$ cat src/rtl/mtm_alu_pkg.sv
// Shared constants, error-flag layout and the CRC4 step function for the serial ALU.
package mtm_alu_pkg;

    localparam logic [2:0] OP_AND = 3'b000;
    localparam logic [2:0] OP_OR  = 3'b001;
    localparam logic [2:0] OP_ADD = 3'b100;
    localparam logic [2:0] OP_SUB = 3'b101;

    localparam logic FRAME_DATA = 1'b0;
    localparam logic FRAME_CMD  = 1'b1;

    localparam int FRAME_LEN = 11;

    // x^4 + x + 1 with the x^4 term implied
    localparam logic [3:0] CRC4_POLY = 4'h3;

    typedef struct packed {
        logic data;
        logic crc;
        logic op;
    } err_flags_t;

    function automatic logic [3:0] crc4_next(input logic [3:0] crc, input logic b);
        crc4_next = {crc[2:0], 1'b0} ^ ((crc[3] ^ b) ? CRC4_POLY : 4'h0);
    endfunction

    function automatic logic op_supported(input logic [2:0] op);
        op_supported = (op == OP_AND) || (op == OP_OR) || (op == OP_ADD) || (op == OP_SUB);
    endfunction

endpackage

$ cat src/rtl/mtm_alu_crc4_serial.sv
// Bit-serial CRC4 (x^4+x+1), MSB first, zero initial value; clear wins over enable.
module mtm_alu_crc4_serial
    import mtm_alu_pkg::*;
(
    input  logic       clk,
    input  logic       rst_n,
    input  logic       clear_i,
    input  logic       enable_i,
    input  logic       bit_i,
    output logic [3:0] crc_o
);

    logic [3:0] crc_q, crc_d;

    always_comb begin
        crc_d = crc_q;
        if (clear_i)
            crc_d = 4'h0;
        else if (enable_i)
            crc_d = crc4_next(crc_q, bit_i);
    end

    always_ff @(posedge clk or negedge rst_n) begin
        if (!rst_n)
            crc_q <= 4'h0;
        else
            crc_q <= crc_d;
    end

    assign crc_o = crc_q;

endmodule

$ cat src/rtl/mtm_alu_deserializer.sv
// Serial ALU input stage: frame FSM, packet assembly, CRC/opcode checks, valid/ready output.
// Optional stop-bit checking is enabled with `define MTM_ALU_DESER_STOPCHK_EN.
module mtm_alu_deserializer
    import mtm_alu_pkg::*;
#(
    parameter int N_DATA_FRAMES = 8,
    parameter int CRC_W         = 4
) (
    input  logic        clk,
    input  logic        rst_n,
    input  logic        sin,
    input  logic        out_ready,
    output logic        out_valid,
    output logic [31:0] out_a,
    output logic [31:0] out_b,
    output logic [2:0]  out_op,
    output logic        out_err_data,
    output logic        out_err_crc,
    output logic        out_err_op,
    output logic        out_ovf
);

    localparam int PAYLOAD_BITS = FRAME_LEN - 3;
    localparam int CNT_W        = $clog2(N_DATA_FRAMES + 1);

    localparam logic [2:0] S_IDLE = 3'd0;
    localparam logic [2:0] S_TYPE = 3'd1;
    localparam logic [2:0] S_DATA = 3'd2;
    localparam logic [2:0] S_STOP = 3'd3;
`ifdef MTM_ALU_DESER_STOPCHK_EN
    localparam logic [2:0] S_WAIT = 3'd4;
`endif

    logic [2:0]       state_q, state_d;
    logic [2:0]       bit_cnt_q, bit_cnt_d;
    logic             type_q, type_d;
    logic [7:0]       byte_q, byte_d;
    logic [CNT_W-1:0] frame_cnt_q, frame_cnt_d;
    logic [63:0]      shift_q, shift_d;

    logic [3:0]  crc, crc_tail;
    logic        crc_clr, crc_en;
    logic        done;
    err_flags_t  err;
    logic [2:0]  op_rx;

    logic        out_valid_q, out_valid_d;
    logic        ovf_q, ovf_d;
    logic        load;
    logic [31:0] out_a_q, out_b_q;
    logic [2:0]  out_op_q;
    err_flags_t  err_q;

    assign op_rx  = byte_q[6:4];
    assign crc_en = (state_q == S_DATA) && (type_q == FRAME_DATA);

    // The message trailer {1'b1, OP} is folded in combinationally so the result is ready at STOP.
    assign crc_tail = crc4_next(crc4_next(crc4_next(crc4_next(crc, 1'b1), op_rx[2]), op_rx[1]), op_rx[0]);

    mtm_alu_crc4_serial u_crc (
        .clk      (clk),
        .rst_n    (rst_n),
        .clear_i  (crc_clr),
        .enable_i (crc_en),
        .bit_i    (sin),
        .crc_o    (crc)
    );

    always_comb begin
        state_d     = state_q;
        bit_cnt_d   = bit_cnt_q;
        type_d      = type_q;
        byte_d      = byte_q;
        frame_cnt_d = frame_cnt_q;
        shift_d     = shift_q;
        done        = 1'b0;
        err         = '0;
        crc_clr     = 1'b0;
        case (state_q)
            S_IDLE: if (!sin) state_d = S_TYPE;
            S_TYPE: begin
                type_d    = sin;
                bit_cnt_d = 3'd0;
                state_d   = S_DATA;
            end
            S_DATA: begin
                byte_d    = {byte_q[6:0], sin};
                bit_cnt_d = bit_cnt_q + 3'd1;
                if (bit_cnt_q == 3'(PAYLOAD_BITS - 1)) state_d = S_STOP;
            end
            S_STOP: begin
                state_d = S_IDLE;
                if (type_q == FRAME_DATA) begin
                    if (frame_cnt_q == CNT_W'(N_DATA_FRAMES)) begin
                        done     = 1'b1;
                        err.data = 1'b1;
                    end else begin
                        shift_d     = {shift_q[55:0], byte_q};
                        frame_cnt_d = frame_cnt_q + 1'b1;
                    end
                end else begin
                    done = 1'b1;
                    if (frame_cnt_q != CNT_W'(N_DATA_FRAMES))
                        err.data = 1'b1;
                    else if (byte_q[CRC_W-1:0] != crc_tail)
                        err.crc = 1'b1;
                    else if (!op_supported(op_rx))
                        err.op = 1'b1;
                end
`ifdef MTM_ALU_DESER_STOPCHK_EN
                if (!sin) begin
                    done     = 1'b1;
                    err      = '0;
                    err.data = 1'b1;
                    shift_d  = shift_q;
                    state_d  = S_WAIT;
                end
`endif
                if (done) begin
                    frame_cnt_d = '0;
                    crc_clr     = 1'b1;
                end
            end
`ifdef MTM_ALU_DESER_STOPCHK_EN
            S_WAIT: if (sin) state_d = S_IDLE;
`endif
            default: state_d = S_IDLE;
        endcase
    end

    // A completion is taken if the slot is empty or being emptied this cycle, otherwise dropped.
    always_comb begin
        out_valid_d = out_valid_q;
        ovf_d       = 1'b0;
        load        = 1'b0;
        if (out_valid_q && out_ready) out_valid_d = 1'b0;
        if (done) begin
            if (!out_valid_q || out_ready) begin
                load        = 1'b1;
                out_valid_d = 1'b1;
            end else begin
                ovf_d = 1'b1;
            end
        end
    end

    always_ff @(posedge clk or negedge rst_n) begin
        if (!rst_n) begin
            state_q     <= S_IDLE;
            bit_cnt_q   <= 3'd0;
            type_q      <= FRAME_DATA;
            byte_q      <= 8'h00;
            frame_cnt_q <= '0;
            shift_q     <= 64'h0;
        end else begin
            state_q     <= state_d;
            bit_cnt_q   <= bit_cnt_d;
            type_q      <= type_d;
            byte_q      <= byte_d;
            frame_cnt_q <= frame_cnt_d;
            shift_q     <= shift_d;
        end
    end

    always_ff @(posedge clk or negedge rst_n) begin
        if (!rst_n) begin
            out_valid_q <= 1'b0;
            ovf_q       <= 1'b0;
            out_a_q     <= 32'h0;
            out_b_q     <= 32'h0;
            out_op_q    <= 3'b000;
            err_q       <= '0;
        end else begin
            out_valid_q <= out_valid_d;
            ovf_q       <= ovf_d;
            if (load) begin
                err_q <= err;
                if (type_q == FRAME_CMD) out_op_q <= op_rx;
                if (!(|err)) begin
                    out_a_q <= shift_q[31:0];
                    out_b_q <= shift_q[63:32];
                end
            end
        end
    end

    assign out_valid    = out_valid_q;
    assign out_ovf      = ovf_q;
    assign out_a        = out_a_q;
    assign out_b        = out_b_q;
    assign out_op       = out_op_q;
    assign out_err_data = err_q.data;
    assign out_err_crc  = err_q.crc;
    assign out_err_op   = err_q.op;

endmodule

$ cat config.mk
export PLATFORM = sky130hd
export DESIGN_NAME = mtm_alu_deserializer
export DESIGN_NICKNAME = d
export VERILOG_FILES = /design/src/rtl/mtm_alu_pkg.sv /design/src/rtl/mtm_alu_crc4_serial.sv /design/src/rtl/mtm_alu_deserializer.sv
export SDC_FILE = /design/constraint.sdc
export NUM_CORES = 1
export LEC_CHECK = 0
export ABC_CLOCK_PERIOD_IN_PS = 6600
export CAP_MARGIN = 20
export CORE_MARGIN = 2
export CORE_UTILIZATION = 31
export DETAILED_ROUTE_END_ITERATION = 10
export GPL_TIMING_DRIVEN = 1
export PLACE_DENSITY = 0.51
export SYNTH_ARGS = -nofsm -noshare
export SYNTH_HDL_FRONTEND = slang
export SYNTH_HIERARCHICAL = 1
export SYNTH_SLANG_ARGS = --single-unit
$ cat constraint.sdc
create_clock -name clk -period 6.6 [get_ports clk]
set_clock_uncertainty 0.05 [all_clocks]
set_input_delay 1.32 -clock clk [delete_from_list [all_inputs] [get_ports clk]]
set_output_delay 1.32 -clock clk [all_outputs]
set_load 0.01 [all_outputs]
==> run_results.csv <==
group,metric,value,unit
routing,drt_iter0_markers,162,
yosys,ys_types,32,
worst_setup_path,cp_max_fo,64,
clock_tree,htree_levels,4,
worst_setup_path,cpMostUsedCell,"inv_1",
clock_tree,clk_pin_slew,0.06,ns
yosys,yosysWarnings,6,
routing,viasPerCell,4.44,
worst_setup_path,worst_setup_path_end_kind,"register",
clock_tree,cts_root_buf,"clkbuf_16",
die,coreArea,20000,um^2
routing,firstDrtPassIters,4,
worst_setup_path,cp_cell_sequence,"inv_1 > ha_1 > nand3b_1 > ha_1 > inv_1 > nand2_1 > inv_1 > nand2_1 > a211o_1 > a21oi_4 > buf_4 > mux2_2",
worst_setup_path,critPathMaxStageDelay,0.69,ns
timing,tightest_slew,0.986,ns
place,dp_hpwl,7270,um
flow_run,cap_violations,0,
power_and_ir_drop,p_leak,3.67,nW
layout,final_cell_mix,"dfrtp_1 (158), mux2_2 (131), clkdlybuf4s50_1 (74)",
worst_setup_path,arrival,3.67,ns
worst_setup_path,critPathBufInv,4,
die,die_y,146,um
die,fp-row-count,52,
grt,grt_max_degree,107,
yosys,ys_seq_elements,158,
clock_tree,post_cts_buffers,0,
timing,finalSetupViolations,0,
timing,tns,0,ns
worst_setup_path,crit_required,6.85,ns
yosys,syn_inst,406,
place,io_buffer_count,75,
grt,grt_use_total,11.5,%
routing,highest_layer,"met4",
clock_tree,cts_resized,0,
clock_tree,cts_max_path_buffers,2,
yosys,syn-cell-area,6290,um^2
layout,fin_util,39.1,%
clock_tree,insertion_delay,0.42,ns
clock_tree,cts_buffers,17,
yosys,synthesis.nets,420,
routing,vias,3412,
status,status,"finished, final reports clean",
layout,drive_above_1_share,34.1,%
routing,routed_wl,11600,um
power_and_ir_drop,finalPower,0.00369,W
power_and_ir_drop,powerDensity,471,nW/um^2
worst_setup_path,rrSetupSlack,3.18,ns
layout,finish.net_count,499,
timing,drv_slew,0,
layout,syn_to_final_growth,24.6,%
routing,ant_nets,0,
routing,wl_per_cell,15.1,um
layout,final_common_cell,"dfrtp_1",
die,fp.dieW,146,um
yosys,avgSynthCellArea,15.5,um^2
routing,wl_met3,527,um
die,initial_utilization,31.4,%
routing,drc,0,
place,gp_congestion,0.688,
yosys,synth_seq_area_share,62.9,%
timing,clock.fmax,292,MHz
power_and_ir_drop,ir_drop,0.203,mV
timing,timing.slew.headroom,34.3,%
timing,period_needed,3.42,ns
timing,rsz0062_at_grt,"false",
clock_tree,cts_sinks,158,
worst_setup_path,cp-start-kind,"register",
worst_setup_path,critical_path.top_delay_family,"buffers and inverters",
routing,routedLengthMet1,5470,um
layout,diodes,0,
routing,route.met2.wl,5380,um
worst_setup_path,critical-path-slowest-cell,"buf_4",
timing,period_share,51.8,%
clock_tree,cts_hold_buf,0,
timing,hold_viol,0,
die,ios,76,
hold_path,hp-class,"register to register",
die,dieArea,21400,um^2
grt,overflow,0,
grt,grt_pass1_vias,3670,
clock_tree,cts_tree,"yes",
grt,antenna_found_initial,0,
worst_setup_path,path_class,"register to register",
grt,grt_pass1_wl,19200,um
[path summary, 6_finish.rpt]
| check | from | endpoint | cells after the start |
|---|---|---|---|
| setup / recovery | frame_cnt_q[0] | out_b[6] | 12 |
| hold / removal | shift_q[62] | out_b[30] | 1 |
| min in group asynchronous | rst_n | out_b[24] | 1 |
| max in group asynchronous | rst_n | out_b[22] | 2 |
| hold reg to reg | shift_q[62] | out_b[30] | 1 |
| setup reg to reg | frame_cnt_q[0] | out_b[6] | 12 |
[state kept, by name, indices dropped and copies added, names as in the netlist]
name,cells
shift_q,64
out_op,3
out_err_op,1
out_a,32
bit_cnt_q,3
byte_q,8
u_crc/crc_o,4
type_q,1
frame_cnt_q,4
state_q,2
out_b,32
out_err_data,1
out_ovf,1
out_err_crc,1
out_valid,1
[cell usage after synthesis (all sizes together)]
| cell type | instances | share of area [%] |
|---|---|---|
| nor2 | 8 | 0.48 |
| nand4b | 1 | 0.14 |
| nand2b | 2 | 0.20 |
| nor3 | 1 | 0.16 |
| o31ai | 2 | 0.24 |
| o221ai | 1 | 0.14 |
| o211ai | 1 | 0.20 |
| nand3 | 7 | 0.56 |
| nand2 | 15 | 0.90 |
| clkbuf | 7 | 0.42 |
| mux2i | 3 | 0.48 |
| nand3b | 1 | 0.12 |
| xor3 | 1 | 0.38 |
| dfrtp | 158 | 63 |
| inv | 13 | 0.78 |
| buf | 10 | 1.8 |
| xor2 | 2 | 0.28 |
| a211oi | 1 | 0.20 |
| a21oi | 2 | 0.34 |
| xnor2 | 7 | 0.97 |
| nor3b | 1 | 0.12 |
| mux2 | 141 | 25 |
| ha | 10 | 2.0 |
| o21ai | 8 | 0.64 |
| a211o | 1 | 0.14 |
| and3 | 1 | 0.10 |
| o22ai | 1 | 0.10 |
[power breakdown]
part           switching (W)  internal [W]
Clock               0.000393      0.000551
Combinational       0.000489      0.000690
Sequential          0.000262       0.00131
Total                0.00114       0.00255
[layer usage]
layer | vias to the layer above | track usage, %
met5 | - | 0
met4 | 0 | 4.42
met3 | 17 | 4.06
met2 | 65 | 18.1
met1 | 1750 | 14.8
li1 | 1580 | -
[final cells by class]
| cell class | count | area [um^2] |
|---|---|---|
| Clock inverter | 11 | 106 |
| Tap cell | 270 | 338 |
| Inverter | 13 | 48.8 |
| Clock buffer | 21 | 470 |
| Timing Repair Buffer | 77 | 767 |
| Sequential cell | 158 | 3950 |
| Fill cell | 1933 | 12200 |
| Multi-Input combinational cell | 218 | 2150 |
[per-stage QoR]
| stage | setup WS (ns) | instances | instance area [um^2] | hold WS (ns) |
|---|---|---|---|---|
| after global placement | 2.75 | 736 | 7260 | 0.419 |
| after global routing | 2.86 | 768 | 7840 | 0.462 |
| after detailed placement | 2.71 | 736 | 7260 | 0.435 |
| final | 3.18 | 768 | 7840 | 0.443 |
| after CTS | 3.12 | 768 | 7840 | 0.449 |
| after floorplan | 3.69 | 406 | 6290 | 0.409 |
[cell families (layout without fill, tap and decap cells)]
kind of cell	count (synthesis)	count (layout)	share of synthesized area, %
and+or+nand+nor	37	37	2.77
buffers and inverters	30	122	3.02
xor gates and xnor gates	10	10	1.63
muxes	144	144	25.7
AOI/OAI and AO/OA	17	17	1.99
adders and majority gates	10	10	1.99
DFF	158	158	62.9
(Power assumes the default switching activity.)
